===== config.mk =====
export PLATFORM = sky130hd
export DESIGN_NAME = cp0_ctrl
export DESIGN_NICKNAME = d
export VERILOG_FILES = /design/src/rtl/cp0_pkg.sv /design/src/rtl/cp0_timer.sv /design/src/rtl/cp0_ctrl.sv
export SDC_FILE = /design/constraint.sdc
export NUM_CORES = 1
export LEC_CHECK = 0
export BUFFER_PORTS_ARGS = -buffer_cell sky130_fd_sc_hd__buf_2
export CORE_ASPECT_RATIO = 1.75
export CORE_MARGIN = 2
export CORE_UTILIZATION = 55
export DETAILED_ROUTE_END_ITERATION = 8
export PLACE_DENSITY_LB_ADDON = 0.15
export SLEW_MARGIN = 20
export SYNTH_ARGS = -nofsm -noshare
export SYNTH_HDL_FRONTEND = slang
export SYNTH_SLANG_ARGS = --single-unit

===== constraint.sdc =====
create_clock -name clk -period 3.6 [get_ports clk]
set_clock_uncertainty 0.2 [all_clocks]
set_input_delay 0.72 -clock clk [delete_from_list [all_inputs] [get_ports clk]]
set_output_delay 0.72 -clock clk [all_outputs]
set_load 0.005 [all_outputs]

===== src/rtl/cp0_pkg.sv =====
`default_nettype none
// ============================================================================
// Module   : cp0_pkg
// Purpose  : Register numbers, field positions, ExcCodes and write masks
//            shared by the coprocessor-0 block and its timer.
// Revision : 1.0 - initial release
// ============================================================================
package cp0_pkg;

    localparam logic [4:0] REG_BADVADDR = 5'd8;
    localparam logic [4:0] REG_COUNT    = 5'd9;
    localparam logic [4:0] REG_COMPARE  = 5'd11;
    localparam logic [4:0] REG_STATUS   = 5'd12;
    localparam logic [4:0] REG_CAUSE    = 5'd13;
    localparam logic [4:0] REG_EPC      = 5'd14;

    localparam logic [4:0] EXC_INT  = 5'd0;
    localparam logic [4:0] EXC_ADEL = 5'd4;
    localparam logic [4:0] EXC_ADES = 5'd5;
    localparam logic [4:0] EXC_SYS  = 5'd8;
    localparam logic [4:0] EXC_BP   = 5'd9;
    localparam logic [4:0] EXC_RI   = 5'd10;
    localparam logic [4:0] EXC_OV   = 5'd12;

    localparam int ST_IE      = 0;
    localparam int ST_EXL     = 1;
    localparam int ST_IM_LO   = 8;
    localparam int ST_IM_HI   = 15;
    localparam int ST_BEV     = 22;
    localparam int CA_EXC_LO  = 2;
    localparam int CA_EXC_HI  = 6;
    localparam int CA_IP_LO   = 8;
    localparam int CA_IP_HI   = 15;
    localparam int CA_TI      = 30;
    localparam int CA_BD      = 31;

    localparam int EXB_ADES   = 0;
    localparam int EXB_ADEL_D = 1;
    localparam int EXB_SYS    = 2;
    localparam int EXB_BP     = 3;
    localparam int EXB_OV     = 4;
    localparam int EXB_RI     = 5;
    localparam int EXB_ADEL_F = 6;

    localparam logic [31:0] STATUS_WMASK = 32'h0000_ff03;
    localparam logic [31:0] CAUSE_WMASK  = 32'h0000_0300;
    localparam logic [31:0] STATUS_RESET = 32'h0040_0000;

    typedef enum logic [1:0] {
        EV_NONE = 2'd0,
        EV_EXC  = 2'd1,
        EV_ERET = 2'd2
    } cp0_event_e;

    function automatic logic [31:0] merge_masked(input logic [31:0] old_val,
                                                 input logic [31:0] new_val,
                                                 input logic [31:0] mask);
        return (old_val & ~mask) | (new_val & mask);
    endfunction

endpackage
`default_nettype wire


===== src/rtl/cp0_timer.sv =====
`default_nettype none
// ============================================================================
// Module   : cp0_timer
// Purpose  : Count prescaler, Count/Compare registers and the TI match flag.
// Revision : 1.0 - initial release
// ============================================================================
module cp0_timer #(
    parameter int COUNT_DIV = 2
) (
    input  logic        clk,
    input  logic        rst,
    input  logic        count_we,
    input  logic        compare_we,
    input  logic [31:0] wdata,
    output logic [31:0] count,
    output logic [31:0] compare,
    output logic        ti
);

    localparam int PRESC_W = (COUNT_DIV > 1) ? $clog2(COUNT_DIV) : 1;
    localparam logic [PRESC_W-1:0] C_PRESC_MAX = PRESC_W'(COUNT_DIV - 1);

    logic [PRESC_W-1:0] r_presc;
    logic [31:0]        r_count;
    logic [31:0]        r_compare;
    logic               r_ti;
    logic               w_tick;
    logic [31:0]        w_count_inc;

    assign w_tick      = (r_presc == C_PRESC_MAX);
    assign w_count_inc = r_count + 32'd1;

    always_ff @(posedge clk or negedge rst) begin
        if (!rst) begin
            r_presc   <= '0;
            r_count   <= '0;
            r_compare <= '0;
            r_ti      <= 1'b0;
        end else begin
            if (count_we) begin
                r_count <= wdata;
                r_presc <= '0;
            end else begin
                r_presc <= w_tick ? '0 : r_presc + PRESC_W'(1);
                if (w_tick)
                    r_count <= w_count_inc;
            end
            if (compare_we)
                r_compare <= wdata;
            // A Compare write outranks a same-cycle match
            if (compare_we)
                r_ti <= 1'b0;
            else if (!count_we && w_tick && (w_count_inc == r_compare))
                r_ti <= 1'b1;
        end
    end

    assign count   = r_count;
    assign compare = r_compare;
    assign ti      = r_ti;

endmodule
`default_nettype wire


===== src/rtl/cp0_ctrl.sv =====
`default_nettype none
// ============================================================================
// Module   : cp0_ctrl
// Purpose  : Coprocessor-0 registers with commit-stage exception, interrupt
//            and ERET arbitration driving a one-cycle flush/redirect.
// Revision : 1.0 - initial release
// ============================================================================
module cp0_ctrl
    import cp0_pkg::*;
#(
    parameter int          HW_INT_NUM = 6,
    parameter logic [31:0] EXC_VECTOR = 32'hbfc0_0380,
    parameter int          COUNT_DIV  = 2
) (
    input  logic                  clk,
    input  logic                  rst,
    input  logic [4:0]            raddr_i,
    output logic [31:0]           rdata_o,
    input  logic                  we_i,
    input  logic [4:0]            waddr_i,
    input  logic [31:0]           wdata_i,
    input  logic                  commit_valid_i,
    input  logic [31:0]           pc_i,
    input  logic                  in_delayslot_i,
    input  logic [6:0]            exc_i,
    input  logic [31:0]           badvaddr_i,
    input  logic                  eret_i,
    input  logic [HW_INT_NUM-1:0] int_i,
    output logic                  flush_o,
    output logic [31:0]           flush_pc_o,
    output logic                  timer_int_o
);

    logic [31:0]           r_badvaddr;
    logic [31:0]           r_epc;
    logic [7:0]            r_im;
    logic                  r_exl;
    logic                  r_ie;
    logic [1:0]            r_ip_sw;
    logic [HW_INT_NUM-1:0] r_ip_hw;
    logic                  r_bd;
    logic [4:0]            r_exccode;
    logic                  r_flush;
    logic [31:0]           r_flush_pc;

    logic [31:0] w_count;
    logic [31:0] w_compare;
    logic        w_ti;
    logic [7:0]  w_ip;
    logic [31:0] w_status;
    logic [31:0] w_cause;
    logic        w_int_pending;
    cp0_event_e  w_event;
    logic [4:0]  w_code;
    logic        w_bva_we;
    logic [31:0] w_bva_val;
    logic        w_wr_en;

    always_comb begin
        w_ip                  = '0;
        w_ip[1:0]             = r_ip_sw;
        w_ip[HW_INT_NUM+1:2]  = r_ip_hw;
        w_ip[7]               = w_ip[7] | w_ti;
    end

    assign w_status = {9'b0, 1'b1, 6'b0, r_im, 6'b0, r_exl, r_ie};
    assign w_cause  = {r_bd, w_ti, 14'b0, w_ip, 1'b0, r_exccode, 2'b0};

    assign w_int_pending = r_ie && !r_exl && |(w_ip & r_im);

    always_comb begin
        w_event   = EV_NONE;
        w_code    = EXC_INT;
        w_bva_we  = 1'b0;
        w_bva_val = badvaddr_i;
        if (commit_valid_i) begin
            w_event = EV_EXC;
            if (w_int_pending)            w_code = EXC_INT;
            else if (exc_i[EXB_ADEL_F]) begin
                w_code    = EXC_ADEL;
                w_bva_we  = 1'b1;
                w_bva_val = pc_i;
            end
            else if (exc_i[EXB_RI])       w_code = EXC_RI;
            else if (exc_i[EXB_OV])       w_code = EXC_OV;
            else if (exc_i[EXB_BP])       w_code = EXC_BP;
            else if (exc_i[EXB_SYS])      w_code = EXC_SYS;
            else if (exc_i[EXB_ADEL_D]) begin
                w_code   = EXC_ADEL;
                w_bva_we = 1'b1;
            end
            else if (exc_i[EXB_ADES]) begin
                w_code   = EXC_ADES;
                w_bva_we = 1'b1;
            end
            else if (eret_i)              w_event = EV_ERET;
            else                          w_event = EV_NONE;
        end
    end

    assign w_wr_en = we_i && (w_event == EV_NONE);

    cp0_timer #(
        .COUNT_DIV (COUNT_DIV)
    ) u_timer (
        .clk        (clk),
        .rst        (rst),
        .count_we   (w_wr_en && (waddr_i == REG_COUNT)),
        .compare_we (w_wr_en && (waddr_i == REG_COMPARE)),
        .wdata      (wdata_i),
        .count      (w_count),
        .compare    (w_compare),
        .ti         (w_ti)
    );

    always_ff @(posedge clk or negedge rst) begin
        if (!rst) begin
            r_badvaddr <= '0;
            r_epc      <= '0;
            r_im       <= '0;
            r_exl      <= 1'b0;
            r_ie       <= 1'b0;
            r_ip_sw    <= '0;
            r_ip_hw    <= '0;
            r_bd       <= 1'b0;
            r_exccode  <= '0;
            r_flush    <= 1'b0;
            r_flush_pc <= '0;
        end else begin
            r_ip_hw <= int_i;
            r_flush <= (w_event != EV_NONE);
            case (w_event)
                EV_EXC: begin
                    // Nested exceptions keep the original return point
                    if (!r_exl) begin
                        r_epc <= in_delayslot_i ? pc_i - 32'd4 : pc_i;
                        r_bd  <= in_delayslot_i;
                    end
                    r_exl      <= 1'b1;
                    r_exccode  <= w_code;
                    r_flush_pc <= EXC_VECTOR;
                    if (w_bva_we)
                        r_badvaddr <= w_bva_val;
                end
                EV_ERET: begin
                    r_exl      <= 1'b0;
                    r_flush_pc <= r_epc;
                end
                default: begin
                    if (w_wr_en) begin
                        case (waddr_i)
                            REG_STATUS: begin
                                r_im  <= wdata_i[ST_IM_HI:ST_IM_LO];
                                r_exl <= wdata_i[ST_EXL];
                                r_ie  <= wdata_i[ST_IE];
                            end
                            REG_CAUSE: r_ip_sw <= wdata_i[CA_IP_LO+1:CA_IP_LO];
                            REG_EPC:   r_epc   <= wdata_i;
                            default:   ;
                        endcase
                    end
                end
            endcase
        end
    end

    always_comb begin
        case (raddr_i)
            REG_BADVADDR: rdata_o = r_badvaddr;
            REG_COUNT:    rdata_o = w_count;
            REG_COMPARE:  rdata_o = w_compare;
            REG_STATUS:   rdata_o = w_status;
            REG_CAUSE:    rdata_o = w_cause;
            REG_EPC:      rdata_o = r_epc;
            default:      rdata_o = '0;
        endcase
        if (we_i && (waddr_i == raddr_i)) begin
            case (raddr_i)
                REG_COUNT, REG_COMPARE, REG_EPC: rdata_o = wdata_i;
                REG_STATUS: rdata_o = merge_masked(w_status, wdata_i, STATUS_WMASK);
                REG_CAUSE:  rdata_o = merge_masked(w_cause, wdata_i, CAUSE_WMASK);
                default:    ;
            endcase
        end
    end

    assign flush_o     = r_flush;
    assign flush_pc_o  = r_flush_pc;
    assign timer_int_o = w_ti;

endmodule
`default_nettype wire


==> key figures, run 1 <==
Outcome
  • Outcome: completed

Floorplanning
  • Die Height: 193.4 um
  • Initial core utilization: between 50% and 60%
  • Die ar.: ~0.022 sq mm
  • Cell Rows: 69
  • Die width: ~110 um
  • IO Pins: 191
  • Core area: around 0.02 sq mm

Worst setup path
  • CP top delay family: compound AO/OA/AOI/OAI gates
  • CP Capture Type: output port
  • CP dominant cell by count: buf_2
  • CP max FO: 22
  • CP peak stage delay: between 400 and 500 ps
  • Crit-path cells: buf_2, xor2_1, nor4_1, nand3_1, inv_1, a2111o_1, buf_12, o21ai_0, buf_2
  • CP startpoint kind: input pin
  • Flop2flop setup slack: around 200 ps
  • Worst Path Buf+Inv: 4
  • Critical Path RT: about 2700 ps
  • Worst path slowest cell: a2111o_1
  • Worst EP arrival: about 2600 ps
  • Critical path class: input pin to output port

Power
  • Leak: just under 6 nW
  • Clock power frac: a little under a third
  • Maximum vdd drop: 0.3433 mV
  • Sequential power share: between 40% and 50%
  • Switching share of power: around a third
  • Pwr dens: ~460 mW/mm^2
  • Pint: about 4 mW
  • Net Switching: 2.030 mW
  • Tot Pwr: around 6.1 mW
  • Gate power share: between 20% and 30%

Global route
  • Met1 Usage GRT: 45.44%
  • M3 GR Usage: around 4.8%
  • First-pass GRT wire length: approximately 57000 um
  • Largest net degree at the start of global routing: 67
  • GRT Resource Usage Total: 33.96%
  • M2 GR Usage: between 50% and 60%
  • Remaining Overflow, GRT: 0
  • Initial antenna violation count: 0
  • Vias in the first global route: slightly above 10000
  • Grt peak-use layer: met2

Drt
  • Iteration-0 DRC Markers: 960
  • DR vias: between 10000 and 15000
  • WL final: 36820 um
  • DRC Markers: 0
  • ANT nets after route: 0
  • Per-cell routed wire length: 21.80 um
  • 1st-pass router iterations: 6
  • Drt via density: 6.163

Final layout
  • Leading cell type in the layout, fill and taps excluded: buf_2
  • Area Growth Syn to Fin: 18.49%
  • Share of cells above drive strength 1: roughly 25%
  • Final core occ: approximately 66%
  • # fillers: approximately 1800
  • Post-route cell area: 0.01337 sq mm
  • Number of diodes: 0
  • Nets: roughly 1600
  • Most frequent cells in the layout: 189 x buf_2, 186 x dfrtp_1, 137 x o21ai_0
  • Layout Cells excl Fill: 1689

Timing
  • RSZ-0062 raised after global routing: false
  • Setup ws final: roughly 44 ps
  • Final worst-path cycle share: 98.77%
  • Slew margin rel.: between 50% and 60%
  • Tmin final: between 3000 and 4000 ps
  • Worst Max-Slew Pin Slew: between 600 and 700 ps
  • Max Transition Viols Final: 0
  • Endpoints failing setup: 0
  • Final Hold Fails: 0
  • Max Clock Freq: between 200 and 300 MHz

Synth
  • Ys async rst share: 100.0%
  • Avg Synthesized Cell Area: approximately 9 sq um
  • YS warnings: 0
  • Cells after synthesis: between 1000 and 1500
  • Post-synth EDFFs: 0
  • Seq/Total Area, Yosys: about two fifths
  • Syn Nets: roughly 1400
  • #FFs+latches synth: ~190
  • Synth cell types: 71
  • Synthesized cell area: about 0.011 sq mm
  • Main synth FF type: dfrtp_1

Clock network
  • CTS H-tree lvls: 4
  • Max clock buf depth: 2
  • Clock transition at path regs: 70 ps
  • Cts hold-fix bufs: 0
  • Clock root buffer: clkbuf_16
  • CTS tree: built
  • Clock sink count: between 150 and 200
  • Clock Latency Late Sink: roughly 450 ps
  • Num CTS Buffers: 17

Placement
  • Pre-CTS setup slack: -135.8 ps
  • Placer Congestion: roughly 0.98
  • DP Area: 0.01274 sq mm
  • DP Cell Count: around 1700
  • IO buf count: 190
  • Dpl hpwl: roughly 28000 um

Run
  • Max-cap violations: 0

Min path
  • HP Class: input pin to async pin
cell type report:
cell class / count / area (sq um) / share of cell area, %
clock inverters: 15 / 175.2 / 1.311
clock buffers: 17 / 425.4 / 3.183
multi-input cells: 927 / 6096 / 45.61
repair buffers: 249 / 1528 / 11.43
well taps: 248 / 310.3 / 2.322
flip-flops and latches: 186 / 4654 / 34.82
inverters: 47 / 176.4 / 1.320
cell usage after synthesis (all sizes together), types with 3 or more instances:
library cell,n,area share (%)
a211oi,5,0.33
a21boi,8,0.53
a21o,3,0.20
a21oi,41,1.8
a221oi,17,1.3
a222oi,16,1.4
a22oi,12,0.80
a31oi,15,0.83
and2,3,0.17
and3,9,0.50
and4,4,0.31
buf,29,1.1
clkbuf,69,2.3
dfrtp,186,41
ha,5,0.55
inv,47,1.6
mux2,52,5.2
mux2i,71,6.3
nand2,138,4.6
nand2b,6,0.33
nand3,45,2.0
nand3b,4,0.27
nand4,21,1.2
nor2,89,3.0
nor3,28,1.5
nor4,19,1.3
o211ai,5,0.33
o21ai,143,6.4
o22ai,19,1.1
or3,11,0.65
or3b,3,0.23
or4,4,0.37
xnor2,46,3.6
xor2,61,4.7
repair_timing:
| action | 4_1_cts | 5_1_grt |
|---|---|---|
| gates resized for setup | 0 | 6 |
| setup endpoints to repair | 0 | 13 |
| endpoints found under the hold margin | 0 | 0 |
| buffers inserted | 0 | 1 |
cells by family after synthesis:
| family | Yosys count | synth area share [%] |
|---|---|---|
| mux | 123 | 11.49 |
| compound gates | 296 | 15.96 |
| flops | 186 | 41.26 |
| buf+inv | 145 | 5.025 |
| fa+ha+maj | 5 | 0.5546 |
| simple gates | 396 | 17.39 |
| xor+xnor | 107 | 8.308 |
per-stage QoR:
stage	hold slack, ps	setup TNS (ps)
after floorplan	224.4	0
after global placement	288.7	-104.6
after detailed placement	296.0	-135.8
after CTS	84.59	0
after global routing	97.20	0
final	65.56	0
path summary, 6_finish.rpt:
kind | start | end | depth (start not counted)
max | raddr_i[1] | rdata_o[21] | 9
min | rst | u_timer.compare[27]$_DFFE_PN0P_ | 1
max reg2reg | r_ip_hw[0]$_DFF_PN0_ | u_timer.ti$_DFFE_PN0P_ | 13
min reg2reg | r_epc[23]$_DFFE_PN0P_ | r_epc[23]$_DFFE_PN0P_ | 2
max in group asynchronous | rst | r_ip_sw[1]$_DFFE_PN0P_ | 2
min in group clk | int_i[1] | r_ip_hw[1]$_DFF_PN0_ | 1
per-layer routing:
metal  wire [um]  share of wire [%]
met5           0                  0
met4        1389                3.8
met3        2162                5.9
met2       18250                 50
met1       15020                 41
state kept, by name (all words and copies together), names as in the netlist:
signal           count
flush_o              1
flush_pc_o          32
r_badvaddr          32
r_bd                 1
r_epc               32
r_exccode            4
r_exl                1
r_ie                 1
r_im                 8
r_ip_hw              6
r_ip_sw              2
u_timer.compare     32
u_timer.count       32
u_timer.r_presc      1
u_timer.ti           1
power by group through the flow:
stage                     registers, mW  clock network (mW)  logic (mW)
after floorplan                    2.62                   0        1.00
after global placement             2.85                   0        1.27
after detailed placement           2.86                   0        1.30
after CTS                          2.83                1.97        1.31
after global routing               2.88                2.06        1.47
final                              2.85                1.95        1.33
(Power assumes the default switching activity.)
==> inputs of run 2 (changes only) <==
Settings changed: ABC_CLOCK_PERIOD_IN_PS from default to 3600, MAX_ROUTING_LAYER from default to met4, SLEW_MARGIN 20 to default.
==> run 2 against run 1 <==
Net effect: global-route usage increased by 1.5 points; die area unchanged; via count about the same; non-clock buffer count increased by 6; sequential share of layout area decreased by 0.37 points; utilization increased by 0.71 points; first-iteration DRC count increased by 5.3%; sequential power about the same.
==> key figures, run 2 (synthesis results as in run 1) <==
Worst setup path
  • CP top delay family: compound AO/OA/AOI/OAI gates (unchanged)
  • CP Capture Type: output port (unchanged)
  • Worst Path Buf+Inv: 4 (unchanged)
  • Crit-path cells: buf_2, xor2_1, nor4_1, nand3_1, inv_1, a2111o_1, buf_4, o21ai_0, buf_2 (was buf_2, xor2_1, nor4_1, nand3_1, inv_1, a2111o_1, buf_12, o21ai_0, buf_2)
  • CP max FO: 12 (was 22)
  • Worst path slowest cell: a2111o_1 (unchanged)
  • CP dominant cell by count: buf_2 (unchanged)
  • Critical Path RT: 2680 ps (about the same)
  • CP startpoint kind: input pin (unchanged)
  • Critical Path Stages: 9 (unchanged)
  • Worst EP arrival: 2580 ps (was 2640 ps)
  • Reg2reg path depth: 14 (was 13)
  • Critical path class: input pin to output port (unchanged)
  • CP peak stage delay: 480 ps (was 470 ps)

Power
  • Leak: 5.995 nW (was 5.926 nW)
  • Pwr dens: 469.1 mW/mm^2 (was 458.3 mW/mm^2)
  • Maximum vdd drop: 0.3390 mV (was 0.3433 mV)

Timing
  • Tmin final: 3495 ps (was 3556 ps)
  • Endpoints failing setup: 0 (unchanged)
  • Hold WS: 142.2 ps (was 65.56 ps)
  • Worst Max-Slew Pin Slew: 741.4 ps (was 611.8 ps)
  • Setup ws final: 104.9 ps (was 44.23 ps)
  • Slew margin rel.: 50.58% (was 58.84%)
  • Final Hold Fails: 0 (unchanged)
  • Final worst-path cycle share: 97.09% (was 98.77%)
  • Max Transition Viols Final: 0 (unchanged)
  • Max Clock Freq: 286.1 MHz (was 281.2 MHz)
  • RSZ-0062 raised after global routing: true (was false)

Drt
  • Drt via density: 6.146 (was 6.163)
  • Per-cell routed wire length: 22.09 um (was 21.80 um)
  • Routed wl met2: 18590 um (was 18250 um)
  • 1st-pass router iterations: 6 (unchanged)
  • ANT nets after route: 0 (unchanged)
  • Iteration-0 DRC Markers: 1011 (was 960)
  • DRC Markers: 0 (unchanged)
  • Top layer in use: met4 (unchanged)
  • DRT met1 WL: 14940 um (was 15020 um)
  • WL met3: 2383 um (was 2162 um)
  • DR vias: 10420 (was 10410)
  • WL final: 37440 um (was 36820 um)

Floorplanning
  • IO Pins: 191 (unchanged)
  • Die width: 112.3 um (unchanged)
  • Core area: 0.02020 sq mm (unchanged)
  • Cell Rows: 69 (unchanged)
  • Die Height: 193.4 um (unchanged)
  • Initial core utilization: 55.83% (unchanged)
  • Die ar.: 0.02172 sq mm (unchanged)

Final layout
  • Post-route cell area: 0.01351 sq mm (was 0.01337 sq mm)
  • Share of cells above drive strength 1: 25.92% (was 25.26%)
  • Area Growth Syn to Fin: 19.76% (was 18.49%)
  • Nets: 1564 (was 1558)
  • Most frequent cells in the layout: 189 x buf_2, 186 x dfrtp_1, 139 x o21ai_0 (was 189 x buf_2, 186 x dfrtp_1, 137 x o21ai_0)
  • Leading cell type in the layout, fill and taps excluded: buf_2 (unchanged)
  • Layout Cells excl Fill: 1695 (was 1689)
  • Final core occ: 66.86% (was 66.16%)
  • Number of diodes: 0 (unchanged)

Run
  • Max-cap violations: 0 (unchanged)

Min path
  • HP Class: input pin to async pin (unchanged)

Clock network
  • Clock sink count: 186 (unchanged)
  • Clock Latency Late Sink: 440 ps (was 450 ps)
  • Clock root buffer: clkbuf_16 (unchanged)
  • CTS tree: built (unchanged)
  • Max clock buf depth: 2 (unchanged)
  • CTS H-tree lvls: 4 (unchanged)
  • Num CTS Buffers: 17 (unchanged)
  • Clock transition at path regs: 70 ps (about the same)

Global route
  • Vias in the first global route: 10190 (was 10070)
  • GRT Resource Usage Total: 35.41% (was 33.96%)
  • Largest net degree at the start of global routing: 88 (was 67)
  • First-pass GRT wire length: 57780 um (was 57260 um)
  • Initial antenna violation count: 0 (unchanged)
  • Remaining Overflow, GRT: 0 (unchanged)

Placement
  • Placer Congestion: 0.9877 (was 0.9801)
  • IO buf count: 190 (unchanged)
  • Dpl hpwl: 28160 um (was 27540 um)
  • DP Area: 0.01280 sq mm (was 0.01274 sq mm)
  • Pre-CTS setup slack: -108.2 ps (was -135.8 ps)
  • DP Cell Count: 1663 (was 1656)

Outcome
  • Outcome: completed (unchanged)
run 2: cell count changes in the layout (fill, tap and decap cells not counted), sizes merged:
cell	delta
clkinv	-5
buf	+6
inv	+2
clkinvlp	-2
clkbuf	+3
bufinv	+2
run 2: worst paths after layout:
path	start	slack (ps)	endpoint
hold reg to reg	r_epc[23]$_DFFE_PN0P_	320	r_epc[23]$_DFFE_PN0P_
max in group asynchronous	rst	2290	r_im[4]$_DFFE_PN0P_
setup / recovery	waddr_i[4]	100	rdata_o[17]
hold / removal	rst	140	u_timer.compare[27]$_DFFE_PN0P_
setup reg to reg	r_ip_hw[0]$_DFF_PN0_	200	u_timer.ti$_DFFE_PN0P_
min in group clk	int_i[1]	180	r_ip_hw[1]$_DFF_PN0_
run 2: report_power, final:
group / leakage (nW) / internal [mW] / switching, mW / total, mW
combinational: 3.39 / 0.600 / 0.735 / 1.33
clock: 0.328 / 1.30 / 0.853 / 2.15
sequential: 2.28 / 2.40 / 0.445 / 2.85
total: 5.99 / 4.30 / 2.03 / 6.34
run 2: layout make-up:
class / count / area, sq um
fillers: 1724 / 6694
multi-input cells: 927 / 6121
flip-flops and latches: 186 / 4654
well taps: 248 / 310.3
clock inverters: 12 / 206.4
inverters: 47 / 176.4
clock buffers: 20 / 466.7
repair buffers: 255 / 1573
run 2: per-layer routing:
| layer | vias up | global-route usage, % |
|---|---|---|
| met2 | 419 | 56.40 |
| li1 | 4832 | - |
| met3 | 76 | 4.981 |
| met1 | 5091 | 45.29 |
| met4 | 0 | 15.13 |
| met5 | - | - |
run 2: repair_timing:
action | 4_1_cts | 5_1_grt
resized for setup | 0 | 9
setup buffers | 0 | 0
endpoints found under the setup margin | 0 | 18
hold buffers | 0 | 0
run 2: worst reg2reg max path, stage by stage (launching register included):
cell and delay [ps]:
dfrtp_1 400, a222oi_1 340, buf_4 170, a311o_1 210
and4b_1 240, nand3_2 100, ha_2 190, nand2_2 80
nor2_1 50, a21oi_1 110, or4b_4 470, nor4_2 280
buf_4 170, nand4_1 110, o31ai_2 190
run 2: per-stage QoR:
stage          total power, mW  setup TNS, ps
6_report                 6.336              0
2_1_floorplan            3.620              0
5_1_grt                  6.605         -31.35
3_5_place_dp             4.172         -108.2
4_1_cts                  6.321              0
3_3_place_gp             4.137         -90.31
